## src/rtl/video_pkg.sv

```systemverilog
// Shared definitions for the video test-pattern transmitter.
package video_pkg;

  typedef enum logic [1:0] {
    PAT_BARS  = 2'd0,
    PAT_RAMP  = 2'd1,
    PAT_CHK   = 2'd2,
    PAT_SOLID = 2'd3
  } pat_e;

  typedef enum logic {
    ST_IDLE = 1'b0,
    ST_RUN  = 1'b1
  } state_e;

  // RGB565 colour-bar palette, left to right
  localparam logic [15:0] COL_WHITE   = 16'hFFFF;
  localparam logic [15:0] COL_YELLOW  = 16'hFFE0;
  localparam logic [15:0] COL_CYAN    = 16'h07FF;
  localparam logic [15:0] COL_GREEN   = 16'h07E0;
  localparam logic [15:0] COL_MAGENTA = 16'hF81F;
  localparam logic [15:0] COL_RED     = 16'hF800;
  localparam logic [15:0] COL_BLUE    = 16'h001F;
  localparam logic [15:0] COL_BLACK   = 16'h0000;

  function automatic logic [15:0] bar_color(input logic [2:0] idx);
    case (idx)
      3'd0:    return COL_WHITE;
      3'd1:    return COL_YELLOW;
      3'd2:    return COL_CYAN;
      3'd3:    return COL_GREEN;
      3'd4:    return COL_MAGENTA;
      3'd5:    return COL_RED;
      3'd6:    return COL_BLUE;
      default: return COL_BLACK;
    endcase
  endfunction

endpackage

```

## src/rtl/video_timing_gen.sv

```systemverilog
// Frame/line timing: h/v counters, IDLE/RUN control and registered sync outputs.
module video_timing_gen
  import video_pkg::*;
#(
  parameter int H_ACTIVE = 640,
  parameter int H_BLANK  = 160,
  parameter int V_SYNC   = 2,
  parameter int V_BP     = 33,
  parameter int V_ACTIVE = 480,
  parameter int V_FP     = 10,
  parameter int H_W      = $clog2(H_ACTIVE + H_BLANK),
  parameter int V_W      = $clog2(V_SYNC + V_BP + V_ACTIVE + V_FP)
) (
  input  logic           clk,
  input  logic           rst_n,
  input  logic           enable_i,
  output logic [H_W-1:0] h_cnt_o,
  output logic [V_W-1:0] v_act_y_o,
  output logic           active_o,
  output logic           frame_start_o,
  output logic           vsync_o,
  output logic           href_o,
  output logic           de_o,
  output logic           frame_done_o,
  output logic [15:0]    frame_cnt_o,
  output logic           busy_o
);

  localparam int H_TOTAL = H_ACTIVE + H_BLANK;
  localparam int V_TOTAL = V_SYNC + V_BP + V_ACTIVE + V_FP;
  localparam int V_ACT0  = V_SYNC + V_BP;

  localparam logic [H_W-1:0] H_LAST  = H_W'(H_TOTAL - 1);
  localparam logic [H_W-1:0] H_ACT_C = H_W'(H_ACTIVE);
  localparam logic [V_W-1:0] V_LAST  = V_W'(V_TOTAL - 1);
  localparam logic [V_W-1:0] V_SYN_C = V_W'(V_SYNC);
  localparam logic [V_W-1:0] V_A0_C  = V_W'(V_ACT0);
  localparam logic [V_W-1:0] V_END_C = V_W'(V_ACT0 + V_ACTIVE);

  state_e         state_q;
  logic [H_W-1:0] h_q;
  logic [V_W-1:0] v_q;
  logic           busy_q;
  logic           vsync_q, href_q, frame_done_q;
  logic [15:0]    frame_cnt_q;
  logic           frame_last, active_c;

  assign frame_last    = (state_q == ST_RUN) && (h_q == H_LAST) && (v_q == V_LAST);
  assign frame_start_o = enable_i && ((state_q == ST_IDLE) || frame_last);
  assign active_c      = (state_q == ST_RUN) && (v_q >= V_A0_C) && (v_q < V_END_C) &&
                         (h_q < H_ACT_C);

  // Control FSM and raster counters; frames only start or stop at the frame boundary
  always_ff @(posedge clk or negedge rst_n) begin
    if (!rst_n) begin
      state_q <= ST_IDLE;
      h_q     <= '0;
      v_q     <= '0;
      busy_q  <= 1'b0;
    end else begin
      case (state_q)
        ST_IDLE: begin
          if (enable_i) begin
            state_q <= ST_RUN;
            busy_q  <= 1'b1;
          end
        end
        default: begin
          if (h_q == H_LAST) begin
            h_q <= '0;
            if (v_q == V_LAST) begin
              v_q <= '0;
              if (!enable_i) begin
                state_q <= ST_IDLE;
                busy_q  <= 1'b0;
              end
            end else begin
              v_q <= v_q + 1'b1;
            end
          end else begin
            h_q <= h_q + 1'b1;
          end
        end
      endcase
    end
  end

  // Registered sync/strobe outputs, one cycle behind the counter state
  always_ff @(posedge clk or negedge rst_n) begin
    if (!rst_n) begin
      vsync_q      <= 1'b0;
      href_q       <= 1'b0;
      frame_done_q <= 1'b0;
      frame_cnt_q  <= '0;
    end else begin
      vsync_q      <= (state_q == ST_RUN) && (v_q < V_SYN_C);
      href_q       <= active_c;
      frame_done_q <= frame_last;
      if (frame_last) frame_cnt_q <= frame_cnt_q + 16'd1;
    end
  end

  assign h_cnt_o      = h_q;
  assign v_act_y_o    = v_q - V_A0_C;
  assign active_o     = active_c;
  assign vsync_o      = vsync_q;
  assign href_o       = href_q;
  assign de_o         = href_q;
  assign frame_done_o = frame_done_q;
  assign frame_cnt_o  = frame_cnt_q;
  assign busy_o       = busy_q;

endmodule

```

## src/rtl/video_pattern_tx.sv

```systemverilog
// Test-pattern pixel source standing in for the camera at the head of the pipeline.
module video_pattern_tx
  import video_pkg::*;
#(
  parameter int H_ACTIVE  = 640,
  parameter int H_BLANK   = 160,
  parameter int V_SYNC    = 2,
  parameter int V_BP      = 33,
  parameter int V_ACTIVE  = 480,
  parameter int V_FP      = 10,
  parameter int CHK_SHIFT = 5
) (
  input  logic        clk,
  input  logic        rst_n,
  input  logic        enable,
  input  logic [1:0]  pattern_sel,
  input  logic [15:0] solid_rgb,
  output logic        pre_frame_vsync,
  output logic        pre_frame_href,
  output logic        pre_frame_de,
  output logic [15:0] pre_rgb,
  output logic        frame_done,
  output logic [15:0] frame_cnt,
  output logic        busy
);

  localparam int H_W   = $clog2(H_ACTIVE + H_BLANK);
  localparam int V_W   = $clog2(V_SYNC + V_BP + V_ACTIVE + V_FP);
  localparam int BAR_W = H_ACTIVE / 8;
  localparam int SUB_W = (BAR_W > 1) ? $clog2(BAR_W) : 1;

  localparam logic [SUB_W-1:0] SUB_LAST  = SUB_W'(BAR_W - 1);
  localparam logic [H_W-1:0]   H_ADV_LIM = H_W'(H_ACTIVE - 1);

  logic [H_W-1:0]   h_cnt;
  logic [V_W-1:0]   v_act_y;
  logic             active, frame_start, busy_w;
  pat_e             pat_q;
  logic [15:0]      solid_q;
  logic [SUB_W-1:0] bar_sub_q;
  logic [2:0]       bar_idx_q;
  logic [7:0]       g;
  logic             chk_x, chk_y;
  logic [15:0]      pix_c, rgb_q;

  video_timing_gen #(
    .H_ACTIVE(H_ACTIVE), .H_BLANK(H_BLANK), .V_SYNC(V_SYNC),
    .V_BP(V_BP), .V_ACTIVE(V_ACTIVE), .V_FP(V_FP), .H_W(H_W), .V_W(V_W)
  ) u_tim (
    .clk          (clk),
    .rst_n        (rst_n),
    .enable_i     (enable),
    .h_cnt_o      (h_cnt),
    .v_act_y_o    (v_act_y),
    .active_o     (active),
    .frame_start_o(frame_start),
    .vsync_o      (pre_frame_vsync),
    .href_o       (pre_frame_href),
    .de_o         (pre_frame_de),
    .frame_done_o (frame_done),
    .frame_cnt_o  (frame_cnt),
    .busy_o       (busy_w)
  );

  assign busy = busy_w;

  // Pattern selection is captured only when a frame begins, so a frame is never torn
  always_ff @(posedge clk or negedge rst_n) begin
    if (!rst_n) begin
      pat_q   <= PAT_BARS;
      solid_q <= 16'h0000;
    end else if (frame_start) begin
      pat_q   <= pat_e'(pattern_sel);
      solid_q <= solid_rgb;
    end
  end

  // Bar index tracks h_cnt via a sub-counter instead of dividing by BAR_W;
  // it is parked at 0 through blanking so every line starts on bar 0
  always_ff @(posedge clk or negedge rst_n) begin
    if (!rst_n) begin
      bar_sub_q <= '0;
      bar_idx_q <= '0;
    end else if (busy_w && (h_cnt < H_ADV_LIM)) begin
      if (bar_sub_q == SUB_LAST) begin
        bar_sub_q <= '0;
        bar_idx_q <= bar_idx_q + 3'd1;
      end else begin
        bar_sub_q <= bar_sub_q + 1'b1;
      end
    end else begin
      bar_sub_q <= '0;
      bar_idx_q <= '0;
    end
  end

  assign g     = 8'(h_cnt);
  assign chk_x = 1'(h_cnt >> CHK_SHIFT);
  assign chk_y = 1'(v_act_y >> CHK_SHIFT);

  // Pattern engine for the current raster position
  always_comb begin
    pix_c = 16'h0000;
    case (pat_q)
      PAT_BARS:  pix_c = bar_color(bar_idx_q);
      PAT_RAMP:  pix_c = {g[7:3], g[7:2], g[7:3]};
      PAT_CHK:   pix_c = (chk_x ^ chk_y) ? 16'hFFFF : 16'h0000;
      default:   pix_c = solid_q;
    endcase
  end

  // Pixel output register, aligned with the registered href/de
  always_ff @(posedge clk or negedge rst_n) begin
    if (!rst_n) rgb_q <= 16'h0000;
    else        rgb_q <= active ? pix_c : 16'h0000;
  end

  assign pre_rgb = rgb_q;

endmodule

```

## config.mk

```make
export PLATFORM = sky130hd
export DESIGN_NAME = video_pattern_tx
export DESIGN_NICKNAME = d
export VERILOG_FILES = /design/src/rtl/video_pkg.sv /design/src/rtl/video_timing_gen.sv /design/src/rtl/video_pattern_tx.sv
export SDC_FILE = /design/constraint.sdc
export NUM_CORES = 1
export LEC_CHECK = 0
export BUFFER_PORTS_ARGS = -buffer_cell sky130_fd_sc_hd__clkbuf_2
export CORE_UTILIZATION = 55
export DETAILED_ROUTE_END_ITERATION = 10
export PLACE_DENSITY = 0.78
export REMOVE_ABC_BUFFERS = 1
export SLEW_MARGIN = 25
export SYNTH_ARGS = -nofsm -noshare
export SYNTH_HDL_FRONTEND = slang
export SYNTH_SLANG_ARGS = --single-unit
```

## constraint.sdc

```tcl
create_clock -name clk -period 4.4 [get_ports clk]
set_input_delay 0.66 -clock clk [delete_from_list [all_inputs] [get_ports clk]]
set_output_delay 0.66 -clock clk [all_outputs]
set_load 0.01 [all_outputs]
```

==> run_results.csv, run 1 <==
group,metric,value,unit
routing,vias_per_cell,5.80,
floorplan,num_io_pins,58,
logic_synthesis,synthTopCellsByArea,"dfrtp_1 (51%), xor2_1 (4.4%), nand2_1 (4.2%)",
power,fin_total_pwr,1.74,mW
floorplan,core_area,7250,um^2
timing,fin_crit,2.77,ns
routing,dr.pass1.iters,5,
logic_synthesis,avgSynthCellArea,10.2,um^2
timing,setup_tns,0,ns
clocking,cts_setup_buffers,0,
floorplan,initial_utilization,57.1,%
cells_and_area,antenna_cells,0,
logic_synthesis,async_flop_share,100,%
timing,tightest_slew,0.936,ns
clocking,cts_hold_buf,0,
power,powerDensity,375,nW/um^2
worst_setup_path,cp_max_fo,20,
clocking,root_buffer,"clkbuf_8",
run_status,status,"finished clean",
global_routing,grt_pass1_vias,2887,
worst_setup_path,slowest_delay,0.82,ns
cells_and_area,multi_input_area,1820,um^2
global_routing,antenna_found_initial,0,
clocking,cts_buffers,9,
cells_and_area,nFillCells,617,
logic_synthesis,seq_area_frac_synth,51.4,%
routing,vias,3226,
clocking,tritoncts,"yes",
global_routing,grt_pass1_wl,14100,um
floorplan,die_w,88.8,um
cells_and_area,layout.cells.non_filler,556,
placement,port_buffers,57,
cells_and_area,seq_area,2130,um^2
timing,slew_headroom,36.6,%
worst_setup_path,path_cells,"inv_1 -> ha_1 -> and4b_1 -> nand3_1 -> nor3_4 -> o22ai_1",
cells_and_area,final_nets,483,
global_routing,grt_max_degree,86,
logic_synthesis,synth_edf_count,0,
clocking,cts.sinks,85,
logic_synthesis,yosys.cell_types.count,46,
placement,gp_congestion,0.888,
worst_setup_path,required,4.62,ns
worst_setup_path,startpoint_type,"flip-flop",
worst_setup_path,cp_data_arrival_time,2.99,ns
cells_and_area,fin_util,63.8,%
clocking,clockBufferDepth,2,
power,p_leak,2.33,nW
routing,wl,8610,um
logic_synthesis,yosysTopAreaCellShare,51.4,%
logic_synthesis,synth_most_common_cell,"dfrtp_1",
routing,drtAntennaViolNets,0,
logic_synthesis,ys_top_cells_by_count,"dfrtp_1 (85), nand2_1 (46), o22ai_1 (25), a21oi_1 (23)",
routing,drtIter0Drc,269,
placement,dp_cells,540,
floorplan,die_h,88.8,um
floorplan,dieArea,7880,um^2
cells_and_area,drive_above_1_share,18.4,%
routing,remaining_drc_errors,0,
logic_synthesis,synth_area,4140,um^2
timing,fin_crit_sh,62.9,%
hold_path,holdCritPathClass,"input pin to asynchronous set/reset pin",
placement,dpl.hpwl,5920,um
logic_synthesis,synth_flop_cell,"dfrtp_1",
timing,drv_slew,0,
power,ir_drop,0.279,mV
job,max_cap_violations,0,
global_routing,grt_usage,23.6,%
timing,rsz0062_at_grt,"no",
logic_synthesis,synth_top_area_cell,"dfrtp_1",
timing,setup_violations,0,
worst_setup_path,crit_buf_inv,1,
global_routing,overflow,0,
worst_setup_path,cpMaxStageDelayCell,"nor3_4",
clocking,cts-htree-levels,3,
worst_setup_path,critPathTopFamily,"simple AND/OR/NAND/NOR gates",
timing,fin_worst_skew,0.0137,ns
logic_synthesis,ys_warn_count,0,
clocking,ctsResizeCount,0,
timing,max_freq,361,MHz
cells_and_area,areaGrowthSynthToFinish,11.9,%
clocking,clk_latency,0.37,ns
timing,hold_violations,0,
clocking,clk_pin_slew,0.09,ns
worst_setup_path,end_kind,"flip-flop",
routing,drt-wirelength-per-cell,15.5,um
floorplan,rows,31,
worst_setup_path,crit_type,"flip-flop to flip-flop",
logic_synthesis,ys_ff_latch,85,
logic_synthesis,syn_inst,406,
-- layout by cell type (no fill, tap or decap), drive strengths merged, types with 2 or more instances in the layout --
cell type / instances
or2: 2
nand4: 13
a31oi: 2
nand3: 20
clkbuf: 65
and4: 6
nand2b: 4
nor2b: 2
nor2: 16
dfrtp: 85
nor3b: 2
nand2: 46
ha: 10
a22oi: 11
mux2: 2
clkinv: 3
and4b: 2
or3: 3
inv: 20
and2: 3
mux2i: 3
xor2: 21
xnor2: 11
o21ai: 10
o22ai: 25
and3: 9
nor4: 4
a21oi: 23
nor3: 22
-- path summary, 6_finish.rpt --
path	startpoint	endpoint	slack, ns	cells past startpoint
min in group clk	bar_sub_q[0]	bar_sub_q[0]	0.45	1
min	rst_n	u_tim.frame_done_o	0.34	1
max in group asynchronous	rst_n	solid_q[14]	3.57	1
max	u_tim.v_q[0]	pat_q[0]	1.63	6
min reg2reg	bar_sub_q[0]	bar_sub_q[0]	0.45	1
max reg2reg	u_tim.v_q[0]	pat_q[0]	1.63	6
-- power by group --
part	switching (mW)	internal (mW)
logic	0.135	0.0993
registers	0.0831	0.842
clock network	0.304	0.271
-- flip-flops by register name, summed over array words and instances, names as in the netlist --
name	cells
bar_idx_q	3
u_tim.h_cnt_o	10
pat_q	2
pre_rgb	16
u_tim.v_q	10
u_tim.busy_o	1
u_tim.state_q	1
u_tim.frame_done_o	1
u_tim.de_o	1
bar_sub_q	7
u_tim.frame_cnt_o	16
solid_q	16
u_tim.vsync_o	1
-- per-stage QoR --
step                      hold slack (ns)  worst slack (ns)  area, um^2
after detailed placement            0.445              1.61        4420
after global routing                0.409              1.32        4630
after floorplan                     0.364              2.13        4010
after CTS                           0.456              1.63        4630
after global placement              0.437              1.73        4420
final                               0.339              1.63        4630
-- routing by layer --
| layer | global-route usage (%) | wire length [um] | up-vias |
|---|---|---|---|
| met1 | 34.6 | 3970 | 1567 |
| met3 | 3.26 | 481 | 12 |
| met5 | 0 | 0 | - |
| met2 | 35.0 | 4020 | 112 |
| met4 | 10.1 | 135 | 0 |
| li1 | - | - | 1535 |
-- cells by family after synthesis --
group	Yosys count	synth area share (%)
flip-flops	85	51.4
multiplexers	5	1.27
buffers and inverters	39	4.69
AO/OA/AOI/OAI	79	11.7
XOR/XNOR	32	6.77
adder cells (fa/ha/maj)	10	3.02
AND/OR/NAND/NOR	156	21.1
-- area by class of cell --
cell class / count / area share, %
Clock inverter: 7 / 1.76
Clock buffer: 9 / 2.68
Inverter: 17 / 1.38
Timing Repair Buffer: 57 / 6.30
Multi-Input combinational cell: 282 / 39.3
Tap cell: 99 / 2.68
Sequential cell: 85 / 45.9
Power figures use the tool's default switching activity.
==> inputs of run 2 (changes only) <==
- ABC_AREA: unset -> 1
- PLACE_DENSITY: 0.78 -> 0.77
- clock period: 4.4 -> 2.55 ns (I/O delays scaled with it)
==> run 2 against run 1 <==
  * Total power grew 31%
  * Worst hold slack worse by 0.28 ns
  * Sequential share of layout area shrank 4.0 points
  * Die area increased by 11%
  * Flip-flop and latch count stayed put
  * Clock-buffer cell count up 1
  * Combinational power shrank 79%
  * Critical path depth increased by 3
  * Core utilization fell by 1.8 points
  * Global-route usage increased by 0.34 points
  * Clock power grew 54%
  * Register-to-register slack worse by 1.0 ns
  * Largest power group unchanged
==> run_results.csv, run 2 <==
group,metric,value,unit
run_status,status,"finished clean",
routing,remaining_drc_errors,0,
job,max_cap_violations,0,
global_routing,overflow,0,
placement,dp_slack,0.665,ns
clocking,clk_latency,0.35,ns
logic_synthesis,seq_area_frac_synth,46.1,%
timing,fin_crit_sh,75.4,%
timing,fin_crit,1.92,ns
cells_and_area,antenna_cells,0,
cells_and_area,mostFrequentLayoutCells,"nand2_1 (157), dfrtp_1 (85), nor2_1 (74)",
logic_synthesis,syn_inst,566,
hold_path,holdCritPathClass,"input pin to asynchronous set/reset pin",
timing,hold_violations,0,
clocking,ctsResizeCount,0,
placement,dpl.hpwl,6900,um
placement,port_buffers,57,
logic_synthesis,async_flop_share,100,%
worst_setup_path,startpoint_type,"flip-flop",
power,p_leak,2.63,nW
global_routing,grt_pass1_vias,3627,
worst_setup_path,cp_max_fo,23,
timing,setup_slack,0.626,ns
logic_synthesis,synth_most_common_cell,"nand2_1",
cells_and_area,drive_above_1_share,18.6,%
worst_setup_path,required,2.79,ns
logic_synthesis,ys_ff_latch,85,
routing,drtIter0Drc,146,
logic_synthesis,synth_area,4610,um^2
clocking,cts_setup_buffers,0,
logic_synthesis,synthTopCellsByArea,"dfrtp_1 (46%), nand2_1 (13%), nor2_1 (6.0%)",
worst_setup_path,end_kind,"flip-flop",
worst_setup_path,crit_type,"flip-flop to flip-flop",
routing,wl,9360,um
placement,gp_congestion,0.909,
global_routing,grt_max_degree,86,
power,ir_drop,0.278,mV
global_routing,grt_pass1_wl,16400,um
floorplan,die_h,93.6,um
timing,drv_slew,0,
logic_synthesis,ys_warn_count,0,
clocking,tritoncts,"yes",
floorplan,initial_utilization,56.4,%
routing,drtAntennaViolNets,0,
timing,slew_headroom,62.5,%
clocking,cts_hold_buf,0,
cells_and_area,final_area,5070,um^2
clocking,cts.sinks,85,
cells_and_area,areaGrowthSynthToFinish,9.88,%
timing,setup_violations,0,
placement,dp_cells,712,
logic_synthesis,synth_edf_count,0,
timing,setup_tns,0,ns
floorplan,die_w,93.6,um
clocking,clk_pin_slew,0.09,ns
placement,placed_area,4880,um^2
timing,holdWs,0.0545,ns
clocking,cts_buffers,9,
logic_synthesis,ys_top_cells_by_count,"nand2_1 (157), dfrtp_1 (85), nor2_1 (74), nand3_1 (48), inv_1 (41)",
routing,dr.pass1.iters,5,
cells_and_area,fin_util,62.0,%
routing,vias_per_cell,5.18,
logic_synthesis,synth_flop_cell,"dfrtp_1",
logic_synthesis,synth_top_area_cell,"dfrtp_1",
worst_setup_path,critPathTopFamily,"simple AND/OR/NAND/NOR gates",
worst_setup_path,slowest_delay,0.45,ns
cells_and_area,mostFrequentLayoutCell,"nand2_1",
routing,drt-wirelength-per-cell,12.9,um
timing,max_freq,520,MHz
power,powerDensity,450,nW/um^2
clocking,cts-htree-levels,3,
floorplan,num_io_pins,58,
cells_and_area,nFillCells,722,
global_routing,antenna_found_initial,0,
routing,vias,3773,
timing,rsz0062_at_grt,"no",
clocking,root_buffer,"clkbuf_8",
worst_setup_path,crit_top_cell,"nand2_1",
floorplan,dieArea,8760,um^2
worst_setup_path,crit_buf_inv,3,
timing,fin_worst_skew,0.00876,ns
logic_synthesis,yosys.cell_types.count,40,
global_routing,grt_usage,23.9,%
cells_and_area,layout.cells.non_filler,728,
worst_setup_path,cp_data_arrival_time,2.17,ns
worst_setup_path,cpMaxStageDelayCell,"dfrtp_1",
cells_and_area,final_nets,649,
floorplan,core_area,8180,um^2
timing,tightest_slew,0.563,ns
floorplan,rows,33,
logic_synthesis,yosysTopAreaCellShare,46.1,%
worst_setup_path,path_cells,"inv_1 -> ha_1 -> nand2_1 -> clkinv_2 -> nand4_4 -> nor2_8 -> inv_2 -> nand2_1 -> o21ai_2",
power,fin_total_pwr,2.28,mW
logic_synthesis,avgSynthCellArea,8.15,um^2
clocking,clockBufferDepth,2,
[run 2: path summary, 6_finish.rpt]
kind / slack [ns] / from / cells past startpoint / end
min reg2reg: 0.48 / solid_q[15] / 2 / solid_q[15]
max reg2reg: 0.63 / u_tim.v_q[0] / 9 / u_tim.frame_cnt_o[6]
min: 0.05 / rst_n / 2 / bar_sub_q[1]
max in group asynchronous: 2.17 / rst_n / 2 / u_tim.h_cnt_o[1]
min in group clk: 0.26 / solid_rgb[8] / 3 / solid_q[8]
max: 0.63 / u_tim.v_q[0] / 9 / u_tim.frame_cnt_o[6]
[run 2: area by class of cell]
class | instances | area (um^2) | share of cell area, %
Multi-Input combinational cell | 413 | 2120 | 41.9
Timing Repair Buffer | 58 | 308 | 6.07
Inverter | 51 | 194 | 3.83
Clock buffer | 10 | 138 | 2.72
Clock inverter | 6 | 46.3 | 0.914
Tap cell | 105 | 131 | 2.59
Sequential cell | 85 | 2130 | 42.0
[run 2: cell families after synthesis]
group | after synthesis | share of synthesized area [%]
AOI/OAI and AO/OA | 34 | 4.31
xor gates and xnor gates | 22 | 4.18
adders and majority gates | 10 | 2.71
buffers and inverters | 68 | 7.84
DFF | 85 | 46.1
and+or+nand+nor | 347 | 34.8
[run 2: layer usage]
metal / track usage, % / vias up / share of wire (%)
li1: - / 1921 / -
met2: 39.4 / 94 / 47
met4: 7.18 / 0 / 1.5
met1: 32.5 / 1746 / 48
met3: 3.74 / 12 / 3.6
met5: 0 / - / 0
[run 2: report_power, final]
part           total (mW)  leakage (nW)  switching [mW]  internal (mW)
Clock               0.885        0.0889           0.500          0.385
Combinational      0.0491          1.40          0.0344         0.0147
Sequential           1.35          1.14               0           1.35
Total                2.28          2.63           0.534           1.75
==> inputs of run 3 (changes only) <==
- clock period: 2.55 -> 1.8 ns (I/O delays scaled with it)
==> run 3 against run 2 <==
  * Fmax rose by 14%
  * Die area did not move
  * Register-to-register slack got worse by 0.51 ns
  * Non-clock buffer count rose by 23
  * Clock skew rose by 0.0017 ns
  * Worst setup slack got worse by 0.51 ns
  * Cell count rose by 3.3%
  * Largest cell class is now multi-input gates
==> run_results.csv, run 3 (synthesis gave the netlist of run 2 again) <==
group,metric,value,unit
hold_path,holdPathStages,3,
routing,remaining_drc_errors,0,
timing,fin_crit_sh,93.4,%
cells_and_area,areaGrowthSynthToFinish,15.3,%
power,powerDensity,638,nW/um^2
floorplan,die_w,93.6,um
hold_path,holdCritPathClass,"input pin to flip-flop",
clocking,tritoncts,"yes",
clocking,clk_pin_slew,0.09,ns
clocking,clk_latency,0.35,ns
power,ir_drop,0.398,mV
clocking,cts_buffers,9,
cells_and_area,mostFrequentLayoutCells,"nand2_1 (156), dfrtp_1 (85), nor2_1 (74)",
cells_and_area,nFillCells,686,
floorplan,initial_utilization,56.4,%
clocking,cts-htree-levels,3,
global_routing,grt_pass1_vias,3701,
run_status,status,"finished clean",
placement,dp_cells,727,
timing,max_freq,595,MHz
timing,slew_headroom,68.2,%
placement,gp_congestion,0.882,
global_routing,grt_max_degree,35,
worst_setup_path,r2r_cells,9,
routing,vias_per_cell,5.23,
routing,drtIter0Drc,194,
power,p_leak,2.77,nW
worst_setup_path,cp_data_arrival_time,1.92,ns
floorplan,dieArea,8760,um^2
cells_and_area,final_nets,673,
floorplan,num_io_pins,58,
placement,port_buffers,57,
global_routing,antenna_found_initial,0,
floorplan,die_h,93.6,um
timing,rsz0062_at_grt,"yes",
cells_and_area,drive_above_1_share,21.8,%
timing,fin_worst_skew,0.0105,ns
placement,dpl.hpwl,7440,um
worst_setup_path,required,2.04,ns
timing,hold_violations,0,
cells_and_area,layout.cells.non_filler,752,
floorplan,rows,33,
timing,tightest_slew,0.478,ns
clocking,clockBufferDepth,2,
floorplan,core_area,8180,um^2
routing,dr.pass1.iters,6,
routing,wl,9930,um
routing,vias,3934,
cells_and_area,mostFrequentLayoutCell,"nand2_1",
clocking,root_buffer,"clkbuf_8",
power,fin_total_pwr,3.39,mW
clocking,cts.sinks,85,
cells_and_area,multi_input_area,2150,um^2
routing,drtAntennaViolNets,0,
global_routing,grt_pass1_wl,16800,um
worst_setup_path,end_kind,"flip-flop",
timing,setup_violations,0,
global_routing,overflow,0,
worst_setup_path,startpoint_type,"flip-flop",
cells_and_area,seq_area,2130,um^2
timing,fin_crit,1.68,ns
worst_setup_path,crit_type,"flip-flop to flip-flop",
global_routing,grt_usage,24.5,%
timing,drv_slew,0,
worst_setup_path,cp_max_fo,8,
cells_and_area,antenna_cells,0,
job,max_cap_violations,0,
routing,drt-wirelength-per-cell,13.2,um
## run 3: stage by stage
stage / util [%] / setup WS [ns] / hold WS (ns) / setup TNS (ns) / instance area, um^2
2_1_floorplan: - / 0.164 / -0.0256 / 0 / 4440
3_5_place_dp: 61.3 / 0.0850 / 0.252 / 0 / 5010
3_3_place_gp: 61.3 / 0.162 / 0.252 / 0 / 5010
5_1_grt: 65.1 / -0.00791 / 0.145 / -0.00791 / 5320
6_report: 65.1 / 0.119 / 0.145 / 0 / 5320
4_1_cts: 63.9 / 0.0749 / 0.142 / 0 / 5230
## run 3: critical path: stages (launching register included)
cell and delay [ns]:
dfrtp_1 0.39, ha_2 0.20, nand2_2 0.07, nor2_4 0.20, nand3_4 0.19, nor2_8 0.24, buf_6 0.13, nand2_1 0.04
nand2_1 0.05, nand2_1 0.05
## run 3: layout make-up
class	instances	area share [%]
multi-input cells	414	40.3
flip-flops and latches	85	40.0
repair buffers	81	9.60
inverters	51	3.69
clock buffers	10	2.59
well taps	105	2.47
clock inverters	6	1.32
## run 3: what timing repair did
item / 4_1_cts / 5_1_grt
hold buffers: 1 / 0
endpoints found under the setup margin: 0 / 27
endpoints found under the hold margin: 31 / 0
setup buffers: 0 / 7
gates resized for setup: 0 / 9
## run 3: where the power goes
part / internal (mW) / total (mW) / switching [mW]
clock network: 0.689 / 1.41 / 0.722
logic: 0.0250 / 0.0766 / 0.0516
registers: 1.91 / 1.91 / 0
total: 2.62 / 3.39 / 0.773
## run 3: per-layer routing
metal  track usage, %  wire length [um]  up-vias
li1                 -                 -     1959
met5                0                 0        -
met1             32.5              4430     1855
met2             40.7              4900      106
met3             4.63               471       14
met4             7.18               131        0
## run 3: worst paths after layout
path,startpoint,end,slack [ns]
max reg2reg,u_tim.h_cnt_o[0],u_tim.frame_cnt_o[2],0.12
min reg2reg,solid_q[9],solid_q[9],0.48
max,u_tim.h_cnt_o[0],u_tim.frame_cnt_o[2],0.12
min in group asynchronous,rst_n,bar_sub_q[2],0.40
max in group asynchronous,rst_n,pre_rgb[12],0.85
min,solid_rgb[2],solid_q[2],0.15
